$ cat config.mk
export PLATFORM = sky130hd
export DESIGN_NAME = clock_lock_seq_flat
export DESIGN_NICKNAME = d
export VERILOG_FILES = /design/src/rtl/clock_lock_seq_if.sv /design/src/rtl/clock_lock_seq.sv /design/src/flat_wrapper.sv
export SDC_FILE = /design/constraint.sdc
export NUM_CORES = 1
export LEC_CHECK = 0
export ABC_AREA = 1
export BUFFER_PORTS_ARGS = -buffer_cell sky130_fd_sc_hd__clkbuf_2
export CORE_MARGIN = 4
export CORE_UTILIZATION = 30
export CTS_CLUSTER_DIAMETER = 100
export DETAILED_ROUTE_END_ITERATION = 16
export GPL_TIMING_DRIVEN = 0
export REMOVE_ABC_BUFFERS = 1
export SETUP_SLACK_MARGIN = 0.5
export SYNTH_ARGS = -nofsm -noshare
export SYNTH_HDL_FRONTEND = slang
export SYNTH_SLANG_ARGS = --single-unit
$ cat constraint.sdc
create_clock -name clk_25m -period 1.8 [get_ports clk_25m]
set_input_delay 0.36 -clock clk_25m [delete_from_list [all_inputs] [get_ports clk_25m]]
set_output_delay 0.36 -clock clk_25m [all_outputs]
set_load 0.01 [all_outputs]
$ cat src/rtl/clock_lock_seq_if.sv
// ---------------------------------------------------------------------------
// clock_lock_seq_if
// Signal bundle between the PLL lock supervisor and its environment.
//   pll_locked  raw PLL LOCK (asynchronous to clk_25m)
//   relock_req  single-cycle request to restart the lock sequence
//   pll_rst     PLL reset, active-high
//   clk_ready   generated clocks usable
//   fault       sticky failure indication
//   retry_cnt   consecutive failed lock attempts (RW bits)
//   state       debug state encoding
// Modports:
//   slave   the supervisor (reads lock/request, drives status)
//   master  the environment (drives lock/request, reads status)
// ---------------------------------------------------------------------------
interface clock_lock_seq_if #(
    parameter int RW = 2
);
    logic          pll_locked;
    logic          relock_req;
    logic          pll_rst;
    logic          clk_ready;
    logic          fault;
    logic [RW-1:0] retry_cnt;
    logic [2:0]    state;

    modport slave (
        input  pll_locked,
        input  relock_req,
        output pll_rst,
        output clk_ready,
        output fault,
        output retry_cnt,
        output state
    );

    modport master (
        output pll_locked,
        output relock_req,
        input  pll_rst,
        input  clk_ready,
        input  fault,
        input  retry_cnt,
        input  state
    );
endinterface

$ cat src/rtl/clock_lock_seq.sv
// ---------------------------------------------------------------------------
// clock_lock_seq
// PLL lock supervisor and clock-ready sequencer. Runs on the free-running
// board reference clock, pulses the PLL reset, waits for lock, requires the
// synchronised lock to hold for STABLE_CYCLES before declaring clk_ready,
// retries on timeout or unstable lock, and parks in a sticky FAULT state
// after too many consecutive failures. relock_req restarts from any state.
// Ports:
//   clk_25m  in   reference clock
//   rst_n    in   synchronous active-low reset
//   bus      slave modport of clock_lock_seq_if (lock input, relock request,
//            pll_rst / clk_ready / fault / retry_cnt / state outputs)
// ---------------------------------------------------------------------------
module clock_lock_seq #(
    parameter int RST_CYCLES    = 16,
    parameter int LOCK_TIMEOUT  = 2500,
    parameter int STABLE_CYCLES = 256,
    parameter int MAX_RETRY     = 3,
    parameter int SYNC_STAGES   = 2
) (
    input  logic            clk_25m,
    input  logic            rst_n,
    clock_lock_seq_if.slave bus
);
    localparam int RW = (MAX_RETRY > 0) ? $clog2(MAX_RETRY + 1) : 1;

    // The shared counter only ever has to reach the largest terminal value.
    localparam int MAX_A   = (RST_CYCLES > LOCK_TIMEOUT) ? RST_CYCLES : LOCK_TIMEOUT;
    localparam int MAX_ALL = (MAX_A > STABLE_CYCLES) ? MAX_A : STABLE_CYCLES;
    localparam int CW      = (MAX_ALL > 1) ? $clog2(MAX_ALL) : 1;

    localparam logic [CW-1:0] RST_LAST     = CW'(RST_CYCLES - 1);
    localparam logic [CW-1:0] TIMEOUT_LAST = CW'(LOCK_TIMEOUT - 1);
    localparam logic [CW-1:0] STABLE_LAST  = CW'(STABLE_CYCLES - 1);
    localparam logic [RW-1:0] RETRY_MAX    = RW'(MAX_RETRY);

    typedef enum logic [2:0] {
        ST_RESET     = 3'd0,
        ST_WAIT_LOCK = 3'd1,
        ST_STABLE    = 3'd2,
        ST_READY     = 3'd3,
        ST_FAULT     = 3'd4
    } state_t;

    state_t                 state_reg, state_next;
    logic [CW-1:0]          cnt_reg, cnt_next;
    logic [RW-1:0]          retry_reg, retry_next;
    logic [SYNC_STAGES-1:0] sync_reg;
    logic                   lock_s;
    logic                   fail;

    // Lock synchroniser: the raw PLL lock is asynchronous to clk_25m.
    always_ff @(posedge clk_25m) begin
        if (!rst_n) begin
            sync_reg <= '0;
        end else begin
            sync_reg <= {sync_reg[SYNC_STAGES-2:0], bus.pll_locked};
        end
    end

    assign lock_s = sync_reg[SYNC_STAGES-1];

    always_ff @(posedge clk_25m) begin
        if (!rst_n) begin
            state_reg <= ST_RESET;
            cnt_reg   <= '0;
            retry_reg <= '0;
        end else begin
            state_reg <= state_next;
            cnt_reg   <= cnt_next;
            retry_reg <= retry_next;
        end
    end

    always_comb begin
        state_next = state_reg;
        cnt_next   = cnt_reg;
        retry_next = retry_reg;
        fail       = 1'b0;

        if (bus.relock_req) begin
            // Restart from scratch; also restarts a pulse already in progress.
            state_next = ST_RESET;
            cnt_next   = '0;
            retry_next = '0;
        end else begin
            case (state_reg)
                ST_RESET: begin
                    if (cnt_reg == RST_LAST) state_next = ST_WAIT_LOCK;
                    else                     cnt_next   = cnt_reg + CW'(1);
                end
                ST_WAIT_LOCK: begin
                    if (lock_s)                        state_next = ST_STABLE;
                    else if (cnt_reg == TIMEOUT_LAST)  fail       = 1'b1;
                    else                               cnt_next   = cnt_reg + CW'(1);
                end
                ST_STABLE: begin
                    if (!lock_s) begin
                        fail = 1'b1;
                    end else if (cnt_reg == STABLE_LAST) begin
                        state_next = ST_READY;
                        retry_next = '0;
                    end else begin
                        cnt_next = cnt_reg + CW'(1);
                    end
                end
                ST_READY: begin
                    // Losing a good lock is a fresh attempt, not a failure.
                    if (!lock_s) state_next = ST_RESET;
                end
                ST_FAULT: begin
                    state_next = ST_FAULT;
                end
                default: begin
                    state_next = ST_RESET;
                end
            endcase

            if (fail) begin
                if (retry_reg == RETRY_MAX) begin
                    state_next = ST_FAULT;
                end else begin
                    retry_next = retry_reg + RW'(1);
                    state_next = ST_RESET;
                end
            end
        end

        if (state_next != state_reg) cnt_next = '0;
    end

    assign bus.pll_rst   = (state_reg == ST_RESET);
    assign bus.clk_ready = (state_reg == ST_READY);
    assign bus.fault     = (state_reg == ST_FAULT);
    assign bus.retry_cnt = retry_reg;
    assign bus.state     = state_reg;
endmodule
$ cat src/flat_wrapper.sv
// flat-port wrapper written by rule: the top's interface ports become plain ports
module clock_lock_seq_flat 
#(
    parameter int RST_CYCLES    = 16,
    parameter int LOCK_TIMEOUT  = 2500,
    parameter int STABLE_CYCLES = 256,
    parameter int MAX_RETRY     = 3,
    parameter int SYNC_STAGES   = 2
)
  (clk_25m, rst_n, bus_pll_locked, bus_relock_req, bus_pll_rst, bus_clk_ready, bus_fault, bus_retry_cnt, bus_state);
  clock_lock_seq_if bus_i ();
  input  logic clk_25m;
  input  logic rst_n;
  input wire logic [$bits(bus_i.pll_locked)-1:0] bus_pll_locked;
  input wire logic [$bits(bus_i.relock_req)-1:0] bus_relock_req;
  output wire logic [$bits(bus_i.pll_rst)-1:0] bus_pll_rst;
  output wire logic [$bits(bus_i.clk_ready)-1:0] bus_clk_ready;
  output wire logic [$bits(bus_i.fault)-1:0] bus_fault;
  output wire logic [$bits(bus_i.retry_cnt)-1:0] bus_retry_cnt;
  output wire logic [$bits(bus_i.state)-1:0] bus_state;
  assign bus_i.pll_locked = bus_pll_locked;
  assign bus_i.relock_req = bus_relock_req;
  assign bus_pll_rst = bus_i.pll_rst;
  assign bus_clk_ready = bus_i.clk_ready;
  assign bus_fault = bus_i.fault;
  assign bus_retry_cnt = bus_i.retry_cnt;
  assign bus_state = bus_i.state;
  clock_lock_seq #(.RST_CYCLES(RST_CYCLES), .LOCK_TIMEOUT(LOCK_TIMEOUT), .STABLE_CYCLES(STABLE_CYCLES), .MAX_RETRY(MAX_RETRY), .SYNC_STAGES(SYNC_STAGES)) u_core (.clk_25m(clk_25m), .rst_n(rst_n), .bus(bus_i));
endmodule
==> summary.txt, run 1 <==
STA
  • Max-slew violation count: 0
  • Min Tclk post-route: 1.56 ns
  • Final WS setup: about 0.24 ns
  • Peak Freq: between 600 and 700 MHz
  • Tcrit/Tclk final: 0.866
  • Final setup TNS: 0 ns
  • Hold Slack: roughly 0.27 ns
  • Slew of the pin with the lowest slew margin: ~0.33 ns
  • Endpoints failing hold: 0
  • Clock Skew: approximately 0.0025 ns
  • RSZ-0062 raised after global routing: yes
  • Worst slew margin: 0.778
  • Endpoints failing setup: 0

Global routing
  • Initial antenna violation count: 0
  • Global route total overflow: 0
  • First-pass GRT wire length: 6.43 mm
  • Largest net degree at the start of global routing: 13
  • Number of global-route vias before repair: between 1,000 and 1,500
  • Global-route usage over all layers: 0.133

Floorplanning
  • DIE WIDTH: around 76 um
  • DIE AREA: 0.00582 mm2
  • Initial core utilization: 0.315
  • IO Count: 12
  • Core footprint: about 0.0044 mm2
  • Die height: approximately 76 um
  • Std-Cell Rows: 24

Clocking
  • Num CTS Buffers: 3
  • Clock latency on the worst-skew pair: ~0.27 ns
  • Clock transition at path regs: about 0.080 ns
  • Htree depth: 1
  • Clock Sinks: 19
  • Clock Tree Buf Depth: 2
  • Hold_buf cts: 0
  • CTS tree: built
  • Clock root cell: clkbuf_8

Finish
  • Seq. cell area: between 400 and 500 um2
  • Layout cell share with drive strength beyond 1: 0.451
  • Multi-input logic area: 0.00104 mm2
  • Area Overhead vs Synth: 42.7%
  • Total Nets Final: between 200 and 300
  • Fill cell count: between 400 and 500
  • ANT cells: 0
  • Max reg flops: 12

Yosys
  • Synth Cell Area: roughly 0.0014 mm2
  • Cell accounting for the most synthesized area: dfxtp_1
  • Post-synth top area share: 0.272
  • Synth Area in Simple Gates: 0.516
  • Cells after synthesis: 210
  • Xor and xnor fraction of the mapped netlist area: 0.0500
  • Synth cell types: 29
  • Main area contributors after synthesis: dfxtp_1 27%, nand2_1 14%, nand3_1 6.8%, nor2_1 6.7%, inv_1 6.2%
  • Mapped Avg Cell Area: approximately 6.7 um2
  • Post-synth top cells: 54 x nand2_1, 25 x nor2_1, 23 x inv_1, 19 x dfxtp_1, 19 x nand3_1
  • Most frequent cell after synthesis: nand2_1
  • Mux share of post-synthesis cell area: 0
  • Largest family of logic cells by synthesized area: simple AND/OR/NAND/NOR gates
  • Register area share after synthesis: 0.272
  • Post-synth EDFFs: 0
  • Fraction of registers with async set or reset after synthesis: 0
  • Fraction of the mapped netlist area in adder cells: 0.0179
  • Synth Area in Compound Gates: 0.0331
  • Top FF cell, synth: dfxtp_1
  • Seq cells post-synth: 19
  • Synth Warn #: 0

Power and ir drop
  • Worst ir drop on vdd: ~0.00022 V
  • Final Power: approximately 0.81 mW
  • Pwr dens: between 400 and 500 mW/mm2
  • Pleak: approximately 0.81 nW

Placed design
  • # port buffers: 11
  • Hpwl dp: about 2.1 mm
  • DP Worst Slack: -0.214 ns
  • GP Congestion: 0.788

Critical path
  • Reg2Reg Depth: 8
  • Worst EP required: 1.96 ns
  • Max FO, Critical Path: 6
  • Crit path capture type: flip-flop
  • CP Class: flip-flop to flip-flop
  • Crit path DAT: 1.72 ns
  • CP Launch Type: flip-flop

Drt
  • DRC viols: 0
  • 1st-iter DRT viols: 56
  • Total number of vias: about 1,400
  • WL/cell: approximately 13 um
  • Via-per-instance ratio: 4.64
  • Post-DRT Antenna Nets: 0
  • Post-Route WL: about 3.8 mm
  • Drt pass-1 iters: 4

Flow run
  • Number of max-cap violations: 0

Min path
  • Worst hold path class: input pin to flip-flop
  • Worst Hold Depth: 3

Status
  • Outcome: finished, final reports clean
## stage by stage
stage               instances   util  instance area, um2
finish                    298  0.450                2000
global route              298  0.450                2000
CTS                       289  0.416                1850
detailed placement        268  0.333                1480
global placement          268  0.333                1480
floorplan                 205      -                1360
## critical path, stage by stage (launching register included)
cell and delay [ns]:
dfxtp_4 0.36, ha_4 0.17, nand3_4 0.10, nor2_4 0.19
nand2_2 0.09, nand3_4 0.11, nand3_2 0.17, nand3_4 0.19
nor2_1 0.06
## power by group
group          internal, mW  switching, mW
sequential            0.415        0.00483
clock                 0.158          0.164
combinational        0.0240         0.0392
## final cells by class
type                    count  share of cell area
multi-input cells         156               0.521
flip-flops and latches     19               0.209
repair buffers             36               0.148
inverters                  31              0.0670
well taps                  52              0.0326
clock buffers               4              0.0225
## layer usage
metal / global-route usage / vias up / part of all wire
li1: - / 732 / -
met1: 0.168 / 628 / 0.47
met2: 0.231 / 21 / 0.49
met3: 0.0366 / 2 / 0.038
met4: 0.0199 / 0 / 0.0029
met5: 0 / - / 0
## worst paths after layout
path                            from                  to  slack [ns]
setup / recovery   u_core.cnt_reg[0]   u_core.cnt_reg[3]        0.24
hold / removal        bus_pll_locked  u_core.sync_reg[0]        0.27
setup reg to reg   u_core.cnt_reg[0]   u_core.cnt_reg[3]        0.24
hold reg to reg   u_core.sync_reg[0]  u_core.sync_reg[1]        0.41
## cells by family after synthesis
logic type               Yosys count
AO/OA/AOI/OAI                      7
XOR/XNOR                           8
adder cells (fa/ha/maj)            2
buffers and inverters             36
flip-flops                        19
AND/OR/NAND/NOR                  138
## timing repair
action	CTS	global route
gates resized for setup	50	31
endpoints found under the setup margin	21	20
endpoints found under the hold margin	0	0
pin swaps	17	11
buffers inserted	16	9
cloned	1	0
## cells in the final DEF (no fill, tap or decap), types with 6 or more instances in the layout
cell type and instances:
nand2_1 47, inv_1 23, nor2_1 20, xor2_1 6
nor2_2 13, buf_6 9, nor2_4 6, clkbuf_2 7
nand2_2 6, nand3_1 18, buf_4 18, dfxtp_2 8
dfxtp_4 7
Power figures use the tool's default switching activity.
==> run 2, diff against run 1 <==
--- a/config.mk
+++ b/config.mk
@@ -12,6 +12,7 @@
 export CTS_CLUSTER_DIAMETER = 100
 export DETAILED_ROUTE_END_ITERATION = 16
 export GPL_TIMING_DRIVEN = 0
+export PLACE_DENSITY_LB_ADDON = 0.3
 export REMOVE_ABC_BUFFERS = 1
 export SETUP_SLACK_MARGIN = 0.5
 export SYNTH_ARGS = -nofsm -noshare
==> summary.txt, run 2 (synthesis results as in run 1) <==
Placed design
  • DP Worst Slack: -0.191 ns (was -0.214 ns)
  • Hpwl dp: 2.19 mm (was 2.09 mm)
  • GP Congestion: 0.770 (was 0.788)
  • # port buffers: 11 (unchanged)
  • Post-DP Area: 0.00148 mm2 (unchanged)

Drt
  • Drt pass-1 iters: 4 (unchanged)
  • Post-DRT Antenna Nets: 0 (unchanged)
  • WL/cell: 12.3 um (was 12.6 um)
  • Total number of vias: 1,356 (was 1,383)
  • Post-Route WL: 3.60 mm (was 3.75 mm)
  • DRC viols: 0 (unchanged)
  • 1st-iter DRT viols: 72 (was 56)
  • Via-per-instance ratio: 4.61 (was 4.64)

Power and ir drop
  • Worst ir drop on vdd: 0.000264 V (was 0.000223 V)
  • Clk pwr share: 0.391 (was 0.400)
  • Internal power: 0.598 mW (was 0.597 mW)
  • Switching share of power: 0.248 (was 0.258)
  • Pwr dens: 411 mW/mm2 (was 403 mW/mm2)
  • Seq pwr share: 0.527 (was 0.521)
  • Combinational power share: 0.082 (was 0.078)
  • NetSw: 0.197 mW (was 0.208 mW)
  • Pleak: 0.773 nW (was 0.810 nW)

STA
  • Slew of the pin with the lowest slew margin: 0.344 ns (was 0.331 ns)
  • Final setup TNS: 0 ns (unchanged)
  • Clock Skew: 0.00286 ns (was 0.00249 ns)
  • Final WS setup: 0.275 ns (was 0.240 ns)
  • Max-slew violation count: 0 (unchanged)
  • Peak Freq: 656 MHz (was 641 MHz)
  • Tcrit/Tclk final: 0.847 (was 0.866)
  • Endpoints failing hold: 0 (unchanged)
  • Endpoints failing setup: 0 (unchanged)
  • Worst slew margin: 0.769 (was 0.778)
  • RSZ-0062 raised after global routing: yes (unchanged)
  • Min Tclk post-route: 1.52 ns (was 1.56 ns)

Floorplanning
  • DIE WIDTH: 76.3 um (unchanged)
  • Core footprint: 0.00444 mm2 (unchanged)
  • Die height: 76.3 um (unchanged)
  • Initial core utilization: 0.315 (unchanged)
  • IO Count: 12 (unchanged)
  • Std-Cell Rows: 24 (unchanged)
  • DIE AREA: 0.00582 mm2 (unchanged)

Critical path
  • Crit-path cells: ha_4 -> nand3_4 -> nor2_4 -> nand3_4 -> nand3_4 -> nand2_4 -> nand2_4 -> nand3_4 -> nor2_2 (was ha_4 -> nand3_4 -> nor2_4 -> nand2_2 -> nand3_4 -> nand3_2 -> nand3_4 -> nor2_1)
  • Reg-to-Reg End: u_core.cnt_reg[9] (was u_core.cnt_reg[3])
  • Worst path slowest cell: dfxtp_4 (unchanged)
  • RR Startpoint: u_core.cnt_reg[1] (was u_core.cnt_reg[0])
  • Delay-heaviest family, CP: simple AND/OR/NAND/NOR gates (unchanged)
  • FF-to-FF setup slack: 0.28 ns (was 0.24 ns)
  • Setup crit end: u_core.cnt_reg[9] (was u_core.cnt_reg[3])
  • Max FO, Critical Path: 6 (unchanged)
  • Worst EP required: 2.00 ns (was 1.96 ns)
  • Crit path capture type: flip-flop (unchanged)
  • Most used cell along the critical path: nand3_4 (unchanged)
  • Largest stage delay, worst path: 0.37 ns (was 0.36 ns)
  • CP Class: flip-flop to flip-flop (unchanged)
  • CP Launch Type: flip-flop (unchanged)
  • Crit path DAT: 1.73 ns (was 1.72 ns)
  • Worst setup path startpoint: u_core.cnt_reg[1] (was u_core.cnt_reg[0])
  • CP bufs+invs: 0 (unchanged)
  • Stages on worst setup path: 9 (was 8)
  • Reg2Reg Depth: 9 (was 8)

Global routing
  • Initial antenna violation count: 0 (unchanged)
  • Global route total overflow: 0 (unchanged)
  • Number of global-route vias before repair: 1,324 (was 1,361)
  • Global-route usage over all layers: 0.132 (was 0.133)
  • First-pass GRT wire length: 6.36 mm (was 6.43 mm)
  • Largest net degree at the start of global routing: 13 (unchanged)

Clocking
  • Htree depth: 1 (unchanged)
  • Clock latency on the worst-skew pair: 0.26 ns (was 0.27 ns)
  • Clock Tree Buf Depth: 2 (unchanged)
  • Clock transition at path regs: 0.08 ns (about the same)
  • Clock Sinks: 19 (unchanged)
  • Clock root cell: clkbuf_8 (unchanged)
  • Hold_buf cts: 0 (unchanged)
  • Num CTS Buffers: 3 (unchanged)
  • CTS tree: built (unchanged)

Finish
  • ANT cells: 0 (unchanged)
  • Most frequent cells in the layout: 49 x nand2_1, 23 x inv_1, 18 x nor2_1, 18 x nand3_1, 16 x buf_4 (was 47 x nand2_1, 23 x inv_1, 20 x nor2_1)
  • Design Area, Final: 0.00193 mm2 (was 0.00200 mm2)
  • Most common cell after layout, fill and taps aside: nand2_1 (unchanged)
  • Fill cell count: 471 (was 480)
  • Fin util: 0.435 (was 0.450)
  • Max reg flops: 12 (unchanged)
  • Layout cell share with drive strength beyond 1: 0.434 (was 0.451)
  • Total Nets Final: 249 (was 253)
  • Area Overhead vs Synth: 38.0% (was 42.7%)

Min path
  • Worst hold path class: input pin to flip-flop (unchanged)

Flow run
  • Number of max-cap violations: 0 (unchanged)

Status
  • Outcome: finished, final reports clean (unchanged)
[run 2: cell type report]
| cell class | instances | area (um2) | area share |
|---|---|---|---|
| Tap cell | 52 | 65.1 | 0.0337 |
| Clock buffer | 4 | 45.0 | 0.0233 |
| Timing Repair Buffer | 32 | 244 | 0.126 |
| Sequential cell | 19 | 418 | 0.216 |
| Multi-Input combinational cell | 156 | 1030 | 0.534 |
| Inverter | 31 | 129 | 0.0667 |
[run 2: worst register-to-register path, stage by stage, from the launching register on]
cell     delay [ns]
dfxtp_4        0.37
ha_4           0.17
nand3_4        0.10
nor2_4         0.20
nand3_4        0.10
nand3_4        0.09
nand2_4        0.06
nand2_4        0.10
nand3_4        0.16
nor2_2         0.12
[run 2: per-stage QoR]
step / hold slack [ns] / power (mW) / cells
3_3_place_gp: 0.398 / 0.485 / 268
5_1_grt: 0.304 / 0.838 / 294
4_1_cts: 0.276 / 0.805 / 287
6_report: 0.279 / 0.795 / 294
3_5_place_dp: 0.400 / 0.486 / 268
2_1_floorplan: 0.390 / 0.472 / 205
[run 2: repair_timing]
action,4_1_cts,5_1_grt
cloned,1,0
gates resized for setup,55,18
pin swaps,19,10
buffers inserted,14,7
setup endpoints to repair,21,20
[run 2: worst min path at each step]
stage / to / slack (ns) / start / cells after the start
floorplan: u_core.sync_reg[1] / 0.39 / u_core.sync_reg[0] / 2
global placement: u_core.sync_reg[1] / 0.40 / u_core.sync_reg[0] / 2
detailed placement: u_core.sync_reg[1] / 0.40 / u_core.sync_reg[0] / 2
CTS: u_core.sync_reg[0] / 0.28 / bus_pll_locked / 3
global route: u_core.sync_reg[0] / 0.30 / bus_pll_locked / 3
finish: u_core.sync_reg[0] / 0.28 / bus_pll_locked / 3
[run 2: power by group through the flow]
stage | Combinational (mW) | Clock [mW] | Sequential, mW
final | 0.0654 | 0.311 | 0.419
after global routing | 0.0748 | 0.344 | 0.420
after CTS | 0.0619 | 0.325 | 0.419
after detailed placement | 0.0467 | 0 | 0.439
after global placement | 0.0459 | 0 | 0.439
after floorplan | 0.0336 | 0 | 0.438
[run 2: routing by layer]
metal  vias up  track usage  share of wire
li1        722            -              -
met1       609        0.182           0.48
met2        25        0.218           0.48
met3         0       0.0284          0.043
met4         0       0.0109              0
met5         -            0              0
